$ cat config.mk
export PLATFORM = sky130hd
export DESIGN_NAME = mdio_master_ctrl
export DESIGN_NICKNAME = d
export VERILOG_FILES = /design/src/rtl/mdio_master_ctrl.sv
export SDC_FILE = /design/constraint.sdc
export NUM_CORES = 1
export LEC_CHECK = 0
export CAP_MARGIN = 20
export CORE_MARGIN = 1.5
export CORE_UTILIZATION = 60
export CTS_CLUSTER_DIAMETER = 150
export CTS_CLUSTER_SIZE = 16
export DETAILED_ROUTE_END_ITERATION = 7
export PLACE_DENSITY = 0.88
export SYNTH_ARGS = -nofsm -noshare
export SYNTH_HDL_FRONTEND = slang
export SYNTH_SLANG_ARGS = --single-unit
$ cat constraint.sdc
create_clock -name iclk_100m -period 3.78 [get_ports iclk_100m]
set_input_delay 0.378 -clock iclk_100m [delete_from_list [all_inputs] [get_ports iclk_100m]]
set_output_delay 0.378 -clock iclk_100m [all_outputs]
set_load 0.01 [all_outputs]
$ cat src/rtl/mdio_master_ctrl.sv
// mdio_master_ctrl: MDIO management master, Clause 22 frames (Clause 45 when MDIO_CLAUSE45_EN is defined).
// Latency: accept at T -> o_done at T+1+(PRE_LEN+32)*MDC_DIV; illegal op -> o_done/o_err at T+1.
// Backpressure: one command at a time; o_cmd_ready low from the cycle after accept until the gap ends.
//
// Ports:
//   iclk_100m, irst_n            system clock, asynchronous active-low reset
//   i_cmd_valid / o_cmd_ready    command handshake; i_clause45, i_op, i_phy_addr, i_reg_addr, i_wdata latched on accept
//   o_rdata, o_rdata_valid       read data (held until the next read completes) and its one-cycle strobe
//   o_done, o_err, o_busy        end-of-command pulse, error pulse (with o_done), activity flag
//   o_mdc, o_mdio_out/oe, i_mdio_in  PHY management pins; pad tristate lives above this block
//
// Build option: define MDIO_CLAUSE45_EN to honour i_clause45 (ST=00 and the four Clause 45 op codes).
module mdio_master_ctrl #(
  parameter int MDC_DIV = 20,
  parameter int PRE_LEN = 32,
  parameter int GAP_CYC = 1
) (
  input  logic        iclk_100m,
  input  logic        irst_n,
  input  logic        i_cmd_valid,
  output logic        o_cmd_ready,
  input  logic        i_clause45,
  input  logic [1:0]  i_op,
  input  logic [4:0]  i_phy_addr,
  input  logic [4:0]  i_reg_addr,
  input  logic [15:0] i_wdata,
  output logic [15:0] o_rdata,
  output logic        o_rdata_valid,
  output logic        o_done,
  output logic        o_err,
  output logic        o_busy,
  output logic        o_mdc,
  output logic        o_mdio_out,
  output logic        o_mdio_oe,
  input  logic        i_mdio_in
);

  localparam int CW     = $clog2(MDC_DIV);
  localparam int HALF_I = MDC_DIV / 2;
  // Sample two cycles after the MDC rising edge to cover the input synchroniser.
  // With the smallest dividers that point would fall past the bit, so clamp it
  // to the last phase of the bit.
  localparam int SAMP_I = (HALF_I + 2 < MDC_DIV) ? HALF_I + 2 : MDC_DIV - 1;
  localparam logic [CW-1:0] CNT_LAST = CW'(MDC_DIV - 1);
  localparam logic [CW-1:0] CNT_HALF = CW'(HALF_I);
  localparam logic [CW-1:0] CNT_SAMP = CW'(SAMP_I);
  localparam int GW = $clog2(GAP_CYC * MDC_DIV + 1) + 1;
  // The gap state also covers the o_done cycle, hence GAP_CYC*MDC_DIV+1 cycles.
  localparam logic [GW-1:0] GAP_LAST = GW'(GAP_CYC * MDC_DIV);
  localparam logic [4:0] PRE_LAST = (PRE_LEN > 0) ? 5'(PRE_LEN - 1) : 5'd0;

  typedef enum logic [2:0] {
    S_IDLE,
    S_PRE,
    S_HDR,
    S_TA,
    S_DATA,
    S_GAP
  } state_t;

  state_t         state_q, state_d;
  logic [CW-1:0]  cnt_q, cnt_d;
  logic [4:0]     bcnt_q, bcnt_d;
  logic [GW-1:0]  gcnt_q, gcnt_d;
  logic [31:0]    tx_q, tx_d;
  logic           rd_q, rd_d;
  logic           ta_err_q, ta_err_d;
  logic [15:0]    rx_q, rx_d;
  logic [15:0]    rdata_q, rdata_d;
  logic           done_q, done_d;
  logic           err_q, err_d;
  logic           rvld_q, rvld_d;
  logic [1:0]     sync_q;

  logic           c45_in;
  logic           legal_in;
  logic           rd_in;
  logic [1:0]     st_in;
  logic           bit_end;
  logic           sample;
  logic           mdio_s;

`ifdef MDIO_CLAUSE45_EN
  assign c45_in = i_clause45;
`else
  logic unused_clause45;
  assign unused_clause45 = i_clause45;
  assign c45_in          = 1'b0;
`endif

  // Clause 45 accepts every op code; read and read-increment both have op[1] set.
  assign legal_in = c45_in || (i_op == 2'b01) || (i_op == 2'b10);
  assign rd_in    = c45_in ? i_op[1] : (i_op == 2'b10);
  assign st_in    = c45_in ? 2'b00 : 2'b01;

  assign bit_end  = (cnt_q == CNT_LAST);
  assign sample   = (cnt_q == CNT_SAMP);
  assign mdio_s   = sync_q[1];

  always_ff @(posedge iclk_100m or negedge irst_n) begin
    if (!irst_n) begin
      state_q  <= S_IDLE;
      cnt_q    <= '0;
      bcnt_q   <= '0;
      gcnt_q   <= '0;
      tx_q     <= '0;
      rd_q     <= 1'b0;
      ta_err_q <= 1'b0;
      rx_q     <= '0;
      rdata_q  <= '0;
      done_q   <= 1'b0;
      err_q    <= 1'b0;
      rvld_q   <= 1'b0;
      sync_q   <= 2'b11;
    end else begin
      state_q  <= state_d;
      cnt_q    <= cnt_d;
      bcnt_q   <= bcnt_d;
      gcnt_q   <= gcnt_d;
      tx_q     <= tx_d;
      rd_q     <= rd_d;
      ta_err_q <= ta_err_d;
      rx_q     <= rx_d;
      rdata_q  <= rdata_d;
      done_q   <= done_d;
      err_q    <= err_d;
      rvld_q   <= rvld_d;
      sync_q   <= {sync_q[0], i_mdio_in};
    end
  end

  always_comb begin
    state_d  = state_q;
    cnt_d    = cnt_q;
    bcnt_d   = bcnt_q;
    gcnt_d   = gcnt_q;
    tx_d     = tx_q;
    rd_d     = rd_q;
    ta_err_d = ta_err_q;
    rx_d     = rx_q;
    rdata_d  = rdata_q;
    done_d   = 1'b0;
    err_d    = 1'b0;
    rvld_d   = 1'b0;

    // Phase counter free-runs across all bit-carrying states.
    if (state_q != S_IDLE && state_q != S_GAP) begin
      cnt_d = bit_end ? '0 : cnt_q + 1'b1;
    end

    // Header, turnaround and data all leave through tx_q[31].
    if ((state_q == S_HDR || state_q == S_TA || state_q == S_DATA) && bit_end) begin
      tx_d = {tx_q[30:0], 1'b0};
    end

    case (state_q)
      S_IDLE: begin
        cnt_d = '0;
        if (i_cmd_valid) begin
          if (!legal_in) begin
            done_d = 1'b1;
            err_d  = 1'b1;
          end else begin
            state_d  = (PRE_LEN > 0) ? S_PRE : S_HDR;
            bcnt_d   = '0;
            rd_d     = rd_in;
            ta_err_d = 1'b0;
            // TA pattern 10 is only driven on writes; reads release the line.
            tx_d     = {st_in, i_op, i_phy_addr, i_reg_addr, 2'b10, i_wdata};
          end
        end
      end

      S_PRE: begin
        if (bit_end) begin
          if (bcnt_q == PRE_LAST) begin
            state_d = S_HDR;
            bcnt_d  = '0;
          end else begin
            bcnt_d = bcnt_q + 5'd1;
          end
        end
      end

      S_HDR: begin
        if (bit_end) begin
          if (bcnt_q == 5'd13) begin
            state_d = S_TA;
            bcnt_d  = '0;
          end else begin
            bcnt_d = bcnt_q + 5'd1;
          end
        end
      end

      S_TA: begin
        // A present PHY pulls the second turnaround bit low.
        if (rd_q && sample && bcnt_q == 5'd1) begin
          ta_err_d = mdio_s;
        end
        if (bit_end) begin
          if (bcnt_q == 5'd1) begin
            state_d = S_DATA;
            bcnt_d  = '0;
          end else begin
            bcnt_d = bcnt_q + 5'd1;
          end
        end
      end

      S_DATA: begin
        if (rd_q && sample) begin
          rx_d = {rx_q[14:0], mdio_s};
        end
        if (bit_end) begin
          if (bcnt_q == 5'd15) begin
            state_d = S_GAP;
            gcnt_d  = '0;
            done_d  = 1'b1;
            err_d   = ta_err_q;
            if (rd_q) begin
              // Capture even on a turnaround error so software sees 16'hFFFF.
              rvld_d  = 1'b1;
              rdata_d = rx_d;
            end
          end else begin
            bcnt_d = bcnt_q + 5'd1;
          end
        end
      end

      S_GAP: begin
        if (gcnt_q == GAP_LAST) begin
          state_d = S_IDLE;
        end else begin
          gcnt_d = gcnt_q + 1'b1;
        end
      end

      default: state_d = S_IDLE;
    endcase
  end

  // Pin outputs decode from registered state only, so reset forces them
  // to the idle levels without waiting for a clock.
  always_comb begin
    o_mdc      = 1'b1;
    o_mdio_oe  = 1'b0;
    o_mdio_out = 1'b1;
    case (state_q)
      S_PRE: begin
        o_mdc      = (cnt_q >= CNT_HALF);
        o_mdio_oe  = 1'b1;
        o_mdio_out = 1'b1;
      end
      S_HDR: begin
        o_mdc      = (cnt_q >= CNT_HALF);
        o_mdio_oe  = 1'b1;
        o_mdio_out = tx_q[31];
      end
      S_TA, S_DATA: begin
        o_mdc      = (cnt_q >= CNT_HALF);
        o_mdio_oe  = !rd_q;
        o_mdio_out = rd_q ? 1'b1 : tx_q[31];
      end
      default: begin
        o_mdc      = 1'b1;
        o_mdio_oe  = 1'b0;
        o_mdio_out = 1'b1;
      end
    endcase
  end

  assign o_cmd_ready   = (state_q == S_IDLE);
  assign o_busy        = (state_q != S_IDLE);
  assign o_rdata       = rdata_q;
  assign o_rdata_valid = rvld_q;
  assign o_done        = done_q;
  assign o_err         = err_q;

endmodule

==> flow_summary.yaml <==
yosys:
  synth_edf_count: 0
  syn_inst: 432
  async_reset_ff_frac: 1.00
  ys.flop_type: "dfrtp_1"
  synth.distinct_cells: 60
  ys_seq_area_frac: 0.498
  avgSynthCellArea_um2: 10.5
  yosys_warnings: 0
  netlist_area_um2: 4530
  syn-num-nets: 476
  ys_ff_latch: 90
timing:
  fin_tns_setup_ns: 0
  skew_ns: 0.0103
  setup_viol: 0
  fmax_mhz: 357
  slew_headroom: 0.437
  rsz0062_at_grt: "false"
  period_needed_ns: 2.80
  period_share: 0.742
  max_slew.worst_pin.slew_ns: 0.845
  finalHoldViolations: 0
  finalMaxSlewViolations: 0
critical_path:
  path_class: "reg2out"
  start_kind: "flop"
  cp_slowest_cell: "dfrtp_1"
  path_cells: "nand2b_1 > o21ai_0 > a21oi_1 > or2_2 > clkdlybuf4s50_1"
  cp.arrival_ns: 2.43
  slowest_delay_ns: 0.66
  required_ns: 3.40
  worstPathMaxFanout: 25
  cp-end-kind: "output port"
final_layout:
  area_growth_pct: 18.0
  nNetsFinal: 518
  drive_above_1_share: 0.104
  fin_util: 0.733
  diodes: 0
pwr:
  switchingPower_mw: 0.852
  switching_share: 0.324
  p_per_area_nw_per_um2: 492
  combPwrFrac: 0.222
  p_int_mw: 1.78
  p_leak_nw: 2.61
  power.share.clock: 0.265
  pwr-share-seq: 0.513
  peakVddDrop_v: 0.000276
grt:
  grt_use_total: 0.241
  grt_pass1_vias: 3358
  gr-total-overflow: 0
  grt_pass1_wl_um: 15700
  grt_max_degree: 91
  antenna_found_initial: 0
floorplanning:
  die_area_um2: 8080
  ios: 57
  die_w_um: 89.9
  rows: 31
  initial_core_util: 0.621
  dieHeight_um: 89.9
  coreArea_um2: 7290
run:
  drv_cap: 0
drt:
  vias: 3345
  drt-pass1-iter-count: 4
  drc: 0
  wl_per_cell_um: 16.0
  detail-route-antenna-nets: 0
  wl_um: 9230
  via_per_inst: 5.79
  drt_iter0_markers: 174
clocking:
  path_clk_slew_ns: 0.10
  root_buffer: "clkbuf_8"
  cts_buffer_depth: 2
  htreeDepth: 3
  numCtsBuffers: 9
  post_cts_buffers: 0
  clock_sinks: 90
  ctsResizeCount: 0
  cts_tree: "built"
  clock_latency_ns: 0.37
  cts_hold_buf: 0
status:
  status: "completed"
worst_hold_path:
  hold_path.class: "reg2reg"
placed_design:
  gp_congestion: 0.851
  portBuffers: 55
  dp_hpwl_um: 6150
-- cell usage after synthesis, types with 3 or more instances --
cell type / count / area (um2)
o21ai_0: 52 / 260
a21oi_1: 10 / 50.1
o211ai_1: 3 / 22.5
nand4_1: 9 / 56.3
nor3b_1: 3 / 22.5
nand3_1: 9 / 45.0
nand2_1: 61 / 229
mux2i_1: 48 / 480
dfrtp_1: 88 / 2200
nor2b_1: 3 / 18.8
inv_1: 14 / 52.6
or3_1: 3 / 18.8
and3_1: 4 / 25.0
o22ai_1: 4 / 25.0
mux2_4: 10 / 150
ha_1: 11 / 138
mux2_2: 8 / 90.1
buf_4: 4 / 30.0
clkbuf_1: 13 / 48.8
nor3_1: 4 / 20.0
buf_2: 10 / 50.1
nor2_1: 9 / 33.8
-- per-stage QoR --
step	hold slack, ns	total power [mW]	cells	worst slack [ns]	area (um2)
after floorplan	0.0824	1.72	432	1.60	4530
after global placement	0.347	1.89	560	1.05	5100
after detailed placement	0.353	1.94	560	0.992	5100
after CTS	0.244	2.63	576	0.977	5310
after global routing	0.371	2.78	578	0.852	5350
final	0.365	2.63	578	0.976	5350
-- sequential cells by signal (all words and copies together), names as in the netlist --
signal,count
bcnt_q,5
cnt_q,5
gcnt_q,6
o_done,1
o_err,1
o_rdata,16
o_rdata_valid,1
rd_q,1
rx_q,16
state_q,3
sync_q,2
ta_err_q,1
tx_q,32
-- cell families (layout without fill, tap and decap cells) --
logic type,after synthesis,in the layout,share of synthesized area
and+or+nand+nor,126,126,0.142
AOI/OAI and AO/OA,91,91,0.118
DFF,90,90,0.498
muxes,66,66,0.159
buffers and inverters,45,92,0.0467
adders and majority gates,11,11,0.0304
xor gates and xnor gates,3,3,0.00580
-- metal layers --
metal	part of all wire	wire, um	track usage
met1	0.42	3920	0.307
met2	0.51	4750	0.407
met3	0.036	332	0.0355
met4	0.025	231	0.115
met5	0	0	0
-- layout make-up --
type	instances	area, um2
timing repair buffer	62	623
multi-input combinational	297	2080
inverter	14	52.6
clock inverter	7	85.1
tap	99	124
sequential	90	2250
clock buffer	9	124
fill	522	1950
-- worst max-delay path, delay by kind of cell, from the launching register on --
family                 cells  cell delay (ns)
DFF                        1             0.66
buffers and inverters      1             0.50
AOI/OAI and AO/OA          2             0.28
and+or+nand+nor            2             0.61
-- power by group through the flow --
stage	combinational [mW]	sequential [mW]	clock, mW
6_report	0.583	1.35	0.697
5_1_grt	0.657	1.38	0.749
4_1_cts	0.577	1.35	0.704
3_5_place_dp	0.573	1.37	0
3_3_place_gp	0.537	1.35	0
2_1_floorplan	0.424	1.30	0
-- final timing paths --
kind | startpoint | end | slack, ns | cells after the start
setup / recovery | state_q[1]$_DFFE_PN0P_ | o_mdio_out | 0.98 | 5
hold / removal | sync_q[0]$_DFF_PN1_ | sync_q[1]$_DFF_PN1_ | 0.37 | 0
setup reg to reg | state_q[1]$_DFFE_PN0P_ | tx_q[27]$_DFF_PN0_ | 1.19 | 5
hold reg to reg | sync_q[0]$_DFF_PN1_ | sync_q[1]$_DFF_PN1_ | 0.37 | 0
max in group asynchronous | irst_n | sync_q[1]$_DFF_PN1_ | 2.70 | 3
min in group asynchronous | irst_n | tx_q[21]$_DFF_PN0_ | 0.41 | 2
-- placed cells by master, fill, tap and decap left out, drive strengths merged, types with 3 or more instances in the layout --
cell type / netlist / routed
a21oi: 10 / 10
and3: 4 / 4
buf: 18 / 7
clkbuf: 13 / 9
clkdlybuf4s50: 0 / 54
dfrtp: 88 / 88
ha: 11 / 11
inv: 14 / 17
mux2: 18 / 18
mux2i: 48 / 48
nand2: 61 / 61
nand3: 9 / 9
nand4: 9 / 9
nor2: 9 / 9
nor2b: 3 / 3
nor3: 5 / 5
nor3b: 3 / 3
o211ai: 3 / 3
o21ai: 53 / 53
o22ai: 4 / 4
or2: 3 / 3
or3: 3 / 3
Note: power is estimated with default switching activity, not from simulation.
